===== src/rtl/servo_ramp_pwm.sv =====
// servo_ramp_pwm: N-channel hobby-servo PWM generator with per-frame angle slewing.
// Targets are 16.16 fixed-point degrees clamped to 180. Once per frame each
// channel's current angle moves toward its target by at most STEP. The new
// angle is converted to a pulse width, and that width is shown on the pins
// from the following frame.
// Optional build macro SERVO_RDBK_EN adds a registered current-angle readback
// port (rd_ch / rd_angle).
module servo_ramp_pwm #(
  parameter int          CH        = 4,
  parameter int          CLK_HZ    = 50_000_000,
  parameter int          PERIOD_US = 20000,
  parameter int          MIN_US    = 500,
  parameter int          MAX_US    = 2500,
  parameter logic [31:0] STEP      = 32'h0001_0000,
  parameter logic [31:0] HOME      = 32'h005A_0000,
  localparam int         CW        = (CH > 1) ? $clog2(CH) : 1
) (
  input  logic          clk,
  input  logic          rst,
  input  logic          en,
  input  logic          wr_en,
  input  logic [CW-1:0] wr_ch,
  input  logic [31:0]   wr_angle,
`ifdef SERVO_RDBK_EN
  input  logic [CW-1:0] rd_ch,
  output logic [31:0]   rd_angle,
`endif
  output logic [CH-1:0] pwm,
  output logic [CH-1:0] busy,
  output logic          frame_tick
);

  localparam int          TPU          = CLK_HZ / 1_000_000;
  localparam int          PERIOD_TICKS = PERIOD_US * TPU;
  localparam int          MIN_TICKS    = MIN_US * TPU;
  localparam int          SPAN_TICKS   = (MAX_US - MIN_US) * TPU;
  localparam logic [31:0] A180         = 32'h00B4_0000;
  localparam int          CNT_W        = $clog2(PERIOD_TICKS + 1);

  // Exact angle-to-ticks conversion; the 64-bit product cannot overflow for a <= 180 deg.
  function automatic logic [CNT_W-1:0] width_of(input logic [31:0] a);
    logic [63:0] scaled;
    scaled = (64'(a) * 64'(SPAN_TICKS)) / 64'(A180);
    return CNT_W'(scaled + 64'(MIN_TICKS));
  endfunction

  localparam logic [CNT_W-1:0] HOME_W = width_of(HOME);

  typedef enum logic {ST_RUN, ST_UPDATE} state_t;

  state_t               state_reg, state_next;
  logic [CW-1:0]        idx_reg, idx_next;
  logic [CNT_W-1:0]     cnt_reg, cnt_next;
  logic                 frame_tick_reg;
  logic                 wrap;
  logic                 upd_en;

  logic [CH-1:0][31:0]  cur_all;
  logic [CH-1:0][31:0]  tgt_all;
  logic [31:0]          cur_sel;
  logic [31:0]          tgt_sel;
  logic [31:0]          ramp_next;
  logic [CNT_W-1:0]     width_upd;
  logic [31:0]          wr_clamped;

  // Frame counter and state register; en low parks everything at a fresh frame start.
  always_ff @(posedge clk) begin
    if (rst) begin
      state_reg      <= ST_RUN;
      idx_reg        <= '0;
      cnt_reg        <= '0;
      frame_tick_reg <= 1'b0;
    end else begin
      state_reg      <= state_next;
      idx_reg        <= idx_next;
      cnt_reg        <= cnt_next;
      frame_tick_reg <= wrap;
    end
  end

  // Next-state logic: wrap starts an UPDATE sweep that visits one channel per cycle.
  always_comb begin
    state_next = state_reg;
    idx_next   = idx_reg;
    cnt_next   = cnt_reg;
    wrap       = 1'b0;
    upd_en     = 1'b0;
    if (!en) begin
      cnt_next   = '0;
      state_next = ST_RUN;
      idx_next   = '0;
    end else begin
      if (cnt_reg == CNT_W'(PERIOD_TICKS - 1)) begin
        cnt_next = '0;
        wrap     = 1'b1;
      end else begin
        cnt_next = cnt_reg + 1'b1;
      end
      case (state_reg)
        ST_RUN: begin
          if (wrap) begin
            state_next = ST_UPDATE;
            idx_next   = '0;
          end
        end
        ST_UPDATE: begin
          upd_en = 1'b1;
          if (idx_reg == CW'(CH - 1)) begin
            state_next = ST_RUN;
            idx_next   = '0;
          end else begin
            idx_next = idx_reg + 1'b1;
          end
        end
        default: state_next = ST_RUN;
      endcase
    end
  end

  assign cur_sel    = cur_all[idx_reg];
  assign tgt_sel    = tgt_all[idx_reg];
  assign wr_clamped = (wr_angle > A180) ? A180 : wr_angle;

  // Bounded slew for the channel being visited; one shared converter serves all channels.
  always_comb begin
    ramp_next = tgt_sel;
    if (tgt_sel > cur_sel) begin
      if ((STEP != 32'd0) && ((tgt_sel - cur_sel) > STEP))
        ramp_next = cur_sel + STEP;
    end else begin
      if ((STEP != 32'd0) && ((cur_sel - tgt_sel) > STEP))
        ramp_next = cur_sel - STEP;
    end
  end

  assign width_upd = width_of(ramp_next);

  generate
    for (genvar gi = 0; gi < CH; gi++) begin : g_ch
      logic [31:0]      tgt_reg;
      logic [31:0]      cur_reg;
      logic [CNT_W-1:0] wnext_reg;
      logic [CNT_W-1:0] wact_reg;
      logic             pwm_reg;
      logic             busy_reg;
      logic             upd_sel;

      assign upd_sel = upd_en && (idx_reg == CW'(gi));

      // Per-channel target, slewed angle, double-buffered width and pin register.
      always_ff @(posedge clk) begin
        if (rst) begin
          tgt_reg   <= HOME;
          cur_reg   <= HOME;
          wnext_reg <= HOME_W;
          wact_reg  <= HOME_W;
          pwm_reg   <= 1'b0;
          busy_reg  <= 1'b0;
        end else begin
          if (wr_en && (wr_ch == CW'(gi)))
            tgt_reg <= wr_clamped;
          if (upd_sel) begin
            cur_reg   <= ramp_next;
            wnext_reg <= width_upd;
          end
          if (wrap)
            wact_reg <= wnext_reg;
          pwm_reg  <= en && (cnt_reg < wact_reg);
          busy_reg <= (cur_reg != tgt_reg);
        end
      end

      assign cur_all[gi] = cur_reg;
      assign tgt_all[gi] = tgt_reg;
      assign pwm[gi]     = pwm_reg;
      assign busy[gi]    = busy_reg;
    end
  endgenerate

  assign frame_tick = frame_tick_reg;

`ifdef SERVO_RDBK_EN
  logic [31:0] rd_angle_reg;

  // Registered readback of the slewed angle; out-of-range channels read as zero.
  always_ff @(posedge clk) begin
    if (rst)
      rd_angle_reg <= 32'd0;
    else if ({1'b0, rd_ch} < (CW + 1)'(CH))
      rd_angle_reg <= cur_all[rd_ch];
    else
      rd_angle_reg <= 32'd0;
  end

  assign rd_angle = rd_angle_reg;
`endif

endmodule

===== config.mk =====
export PLATFORM = sky130hd
export DESIGN_NAME = servo_ramp_pwm
export DESIGN_NICKNAME = d
export VERILOG_FILES = /design/src/rtl/servo_ramp_pwm.sv
export SDC_FILE = /design/constraint.sdc
export NUM_CORES = 2
export LEC_CHECK = 0
export ABC_AREA = 1
export BUFFER_PORTS_ARGS = -buffer_cell sky130_fd_sc_hd__buf_2
export CAP_MARGIN = 25
export CORE_ASPECT_RATIO = 2
export CORE_MARGIN = 1
export CORE_UTILIZATION = 43
export DETAILED_ROUTE_END_ITERATION = 10
export GPL_ROUTABILITY_DRIVEN = 0
export PLACE_DENSITY = 0.55
export SLEW_MARGIN = 20
export SYNTH_ARGS = -nofsm -noshare
export SYNTH_HDL_FRONTEND = slang
export SYNTH_SLANG_ARGS = --single-unit

===== constraint.sdc =====
create_clock -name clk -period 46.4 [get_ports clk]
set_clock_uncertainty 0.2 [all_clocks]
set_input_delay 4.64 -clock clk [delete_from_list [all_inputs] [get_ports clk]]
set_output_delay 4.64 -clock clk [all_outputs]
set_load 0.05 [all_outputs]

# Word-level counts from Yosys, hierarchy flattened
# Index checks and enable logic that the tools add are counted.
# classes
n_addsub	7
n_mul	1
div	1
magnitude_cmp	9
eq_ne	12
muxes	19
bitwise_logic	2
reduce_logical	16
# ops
op	count
32-bit 2-to-1 mux	6
32-bit binary-select mux with 2-bit select	2
32-bit inequality test	4
20-bit less-than comparator	4
49-bit by 24-bit divider with 64-bit output, second input constant	1
32-bit by 17-bit > comparator with 1-bit output, second input constant	2
32-bit subtractor	2
32-bit by 12-bit multiplier with 44-bit output, second input constant	1
32-bit by 17-bit adder with 32-bit output, second input constant	1
32-bit by 24-bit > comparator with 1-bit output, second input constant	1
32-bit > comparator	1
32-bit by 17-bit subtractor with 32-bit output, second input constant	1
20-bit by 1-bit adder with 20-bit output, second input constant	1
20-bit by 15-bit adder with 20-bit output, second input constant	1
20-bit == test, second input constant	1
1-bit logical AND	12
2-bit == test, second input constant	4
1-bit 2-to-1 mux	7
2-bit by 1-bit == test with 1-bit output, second input constant	2
2-bit logical NOT	2
2-bit 2-to-1 mux	2
2-bit one-hot mux with 2 select lines	1
2-bit by 3-bit less-than comparator with 1-bit output, second input constant	1
3-bit OR reduction	1
other kinds (5)	6
# totals
reg_bits	448
inputBits	38
output_inout_bits	9
wordCells	95

# Logic depth before layout (Yosys ltp)
# logic_depth
depth_word	9
ltp_mapped	215
ltp_nobuf	207

# Worst setup path before layout
# No wires, ideal clock.
# synth_path
path_type	flip-flop to flip-flop
startpoint	reg idx_reg[0]
endpoint	reg g_ch[1].wnext_reg[19]
setup_time_ns	0.114
t_arrival_ns	22.109
required_ns	46.086
path_slack_ns	23.977
stages_incl_launch_ff	178
synth_period_minus_slack_ns	22.423
path_cell_list	dfxtp_1 > clkbuf_1 > clkbuf_1 > buf_1 > clkbuf_1 > clkbuf_1 > buf_1 > nand2_1 > a32oi_1 > inv_1 > ha_1 > a21oi_1 > inv_1 > a21oi_1 > xor2_1 > o21ai_0 > a211oi_1 > o2111ai_1 > [142 not listed] > nand2_2 > inv_2 > nand2_4 > nand2_4 > ha_1 > or2_2 > nand2_1 > nand4_1 > inv_1 > nor2_1 > inv_1 > nor3_1 > inv_1 > nand3_1 > nand4_1 > xnor2_1 > o21bai_1 > inv_1
# synth_via
elab_chain_len	9
word_cells_on_any_way	19
classes_between	add/sub: 5; mul: 1; div: 1; order compare: 3; eq/ne: 1; mux: 7; reduce/logical: 1
# synth_rtl
element	line	rtl
start, declared	52	logic [CW-1:0] idx_reg, idx_next;
start signal, assigned	75	idx_reg <= idx_next;
32-bit binary-select mux with 2-bit select (on tied branches)	120, 121	
32-bit 2-to-1 mux (on tied branches)	120, 121	
32-bit subtractor (on tied branches)	131, 128	
32-bit by 17-bit > comparator with 1-bit output (on tied branches)	131, 128	
32-bit 2-to-1 mux (on tied branches)	131, 128	
32-bit 2-to-1 mux *	127	if (tgt_sel > cur_sel) begin
named net ramp_next[14]	62	logic [31:0] ramp_next;
32-bit by 12-bit multiplier with 44-bit output *	43	scaled = (64'(a) * 64'(SPAN_TICKS)) / 64'(A180);
49-bit by 24-bit divider with 64-bit output *	43	
20-bit by 15-bit adder with 20-bit output *	44	return CNT_W'(scaled + 64'(MIN_TICKS));
end signal, assigned	164	wnext_reg <= width_upd;
end, declared	142	logic [CNT_W-1:0] wnext_reg;
# Mark *: on every way through the listed nets, which the timed path passes. The rest lies on a longest branch. The select of a mux whose other input is x is not followed.
# A chain may end at the register's enable or synchronous reset.

# Worst setup path in the final report
# layout_path
startpoint	reg idx_reg[0]
endpoint	reg g_ch[0].wnext_reg[17]
# layout_via
elab_chain_len	9
word_cells_on_any_way	19
classes_between	add/sub: 5; mul: 1; div: 1; order compare: 3; mux: 7; reduce/logical: 2
# layout_rtl
element	line
32-bit binary-select mux with 2-bit select (on tied branches)	120, 121
32-bit 2-to-1 mux (on tied branches)	120, 121
32-bit subtractor (on tied branches)	131, 128
32-bit by 17-bit > comparator with 1-bit output (on tied branches)	131, 128
32-bit 2-to-1 mux (on tied branches)	131, 128
32-bit 2-to-1 mux *	127
named net ramp_next[15]	62
32-bit by 12-bit multiplier with 44-bit output *	43
49-bit by 24-bit divider with 64-bit output *	43
20-bit by 15-bit adder with 20-bit output *	44
end signal, assigned	164
end, declared	142
# Marked as above.

==> summary.md <==
| Metric | Value |
|---|---|
| Status | `finished clean` |
| Ys Warns | `0` |
| Req. time, crit path | `46780 ps` |
| Clock period minus worst slack | `27580 ps` |
| Post-synth top cells | `inv_1, nand2_1, a21oi_1, dfxtp_1, o21ai_0` |
| Via count of the first global-routing pass | `39.0k` |
| Worst Tran Pin Value | `1200 ps` |
| Post-Layout Cell Count | `7121` |
| Startpoint Class | `flip-flop` |
| FF-to-FF Start | `idx_reg[0]` |
| First-pass GRT wire length | `232000 um` |
| Crit share post-route | `59.4%` |
| Maxcap violations | `0` |
| Clk buf depth | `3` |
| Worst-path clk slew | `70 ps` |
| Area share of the largest cell type after synthesis | `21.6%` |
| Final Util | `46.7%` |
| CTS tree | `done` |
| Post-synth top area cell | `dfxtp_1` |
| Reg2reg path depth | `173` |
| Initial Util | `43.6%` |
| Initial antenna violation count | `3` |
| Post-CTS setup buffers | `0` |
| Critical Path End Type | `flip-flop` |
| Worst skew pair latency | `640 ps` |
| Sequential area share after synthesis | `21.6%` |
| Crit-path slowest cell | `a32oi_1` |
| Slew headroom | `19.9%` |
| Ranking of synthesized cells by area | `dfxtp_1, inv_1, ha_1` |
| Final setup vio count | `0` |
| Top FF cell, synth | `dfxtp_1` |
| Grt ovf | `0` |
| Port bufs | `46` |
| Drt pass-1 iters | `5` |
| Cell area after synthesis | `41500 um2` |
| Via count | `38.8k` |
| Nets | `6330` |
| Clock root buffer | `clkbuf_16` |
| Fin area | `44500 um2` |
| Syn Inst Count | `5926` |
| Max frequency | `36.3 MHz` |
| Antenna viol nets, final | `0` |
| Cts hold-fix bufs | `0` |
| # rows | `160` |
| Worst setup path category | `reg -> reg` |
| Worst path arrival time | `27960 ps` |
| End of the worst hold path | `g_ch[2].tgt_reg[25]` |
| Synth Register Bits | `448` |
| Most Frequent Cell on Critical Path | `nand2_2` |
| Largest net degree at the start of global routing | `142` |
| Fill cell count | `9992` |
| Die height | `441 um` |
| Iter 0 DRT Violations | `2282` |
| HP Class | `reg -> reg` |
| Cts bufs inserted | `47` |
| Routed length per instance | `21.8 um` |
| Routed vias/inst | `5.45` |
| Final slew viol count | `0` |
| Die Span X | `222 um` |
| Cell with the most instances after synthesis | `inv_1` |
| Htree depth | `2` |
| FF-to-FF End | `g_ch[0].wnext_reg[17]` |
| Layout cells sized above 1 | `12.6%` |
| Core ar. | `95300 um2` |
| Reg2Reg Setup Slack | `18820 ps` |
| Synth-to-layout area growth | `7.22%` |
| CTS sink cnt | `448` |
| Total GRT Usage | `31.4%` |
| Drt total wl | `155000 um` |
| Crit path largest cell delay | `750 ps` |
| Post-DP Area | `42900 um2` |
| DIE AREA | `97900 um2` |
| Post-cts gate resize count | `0` |
| Mapped Avg Cell Area | `7.01 um2` |
| Synth unique cells | `73` |
| Crit-path max FO | `53` |
| Hold path depth | `2` |
| Syn_nets | `6385` |
| Hpwl dp | `122000 um` |
| Dpl cells | `7036` |
| Fraction of registers with async set/reset | `0%` |
| TNS Setup | `0 ps` |
| # IOs | `47` |
| HP Start | `g_ch[2].tgt_reg[25]` |
| Post-synth EDFFs | `0` |
| Final hold violations | `0` |
| RSZ-0062 raised after global routing | `false` |
| DR DRC count | `0` |
-- how the worst max path moves through the flow --
stage	from	to	slack [ps]	cells past startpoint
finish	idx_reg[0]	g_ch[0].wnext_reg[17]	18820	173
global route	idx_reg[0]	g_ch[0].wnext_reg[17]	16800	171
CTS	idx_reg[0]	g_ch[0].wnext_reg[17]	19130	175
detailed placement	idx_reg[1]	g_ch[0].wnext_reg[17]	19190	173
global placement	idx_reg[0]	g_ch[0].wnext_reg[17]	19130	170
floorplan	idx_reg[0]	g_ch[1].wnext_reg[19]	23980	177
-- per-layer routing --
layer  track usage (%)  vias up  wire length [um]
met2              60.2     1034             81400
li1                  -    19000                 -
met5                 0        -                13
met1              27.7    18200             49800
met3              3.82      560              5910
met4              31.6        2             17900
-- cells in the final DEF, fill, tap and decap left out, drive strengths merged, types with 84 or more instances in the layout --
cell	instances
ha	314
o211ai	84
fa	107
xor2	185
o21bai	110
inv	1150
nand3	295
nand2	1238
dfxtp	448
buf	109
o21ai	423
a21oi	459
nor2	450
-- worst max-delay path: cells and delay by family (launching register included) --
kind	cells	cell delay, ps
and+or+nand+nor	123	14710
AOI/OAI and AO/OA	10	4020
buffers and inverters	30	3740
adders and majority gates	9	3660
xor gates and xnor gates	1	530
DFF	1	480
-- logic make-up after synthesis --
| group | count (synthesis) | share of synthesized area [%] |
|---|---|---|
| AO/OA/AOI/OAI | 1319 | 19.1 |
| flip-flops | 448 | 21.6 |
| XOR/XNOR | 215 | 4.54 |
| AND/OR/NAND/NOR | 2145 | 27.5 |
| multiplexers | 1 | 0.0331 |
| adder cells (fa/ha/maj) | 421 | 14.6 |
| buffers and inverters | 1377 | 12.7 |
-- through the flow --
step                hold WS (ps)  setup WS [ps]
floorplan                    234          23980
global placement             252          19130
detailed placement           259          19190
CTS                          269          19130
global route                 285          16800
finish                       269          18820
-- final cells by class --
class                      count  area [um2]  share of cell area (%)
timing repair buffer         110         727                    1.63
clock inverter                19         221                   0.497
sequential                   448        8970                    20.2
inverter                    1163        4380                    9.84
clock buffer                  64        1330                    2.99
tap                         1215        1520                    3.41
multi-input combinational   4101       27400                    61.5
antenna                        1        2.50                 0.00562
Power is not shown: default switching activity piles up to over one toggle a cycle in this logic, so the estimate is an artifact.
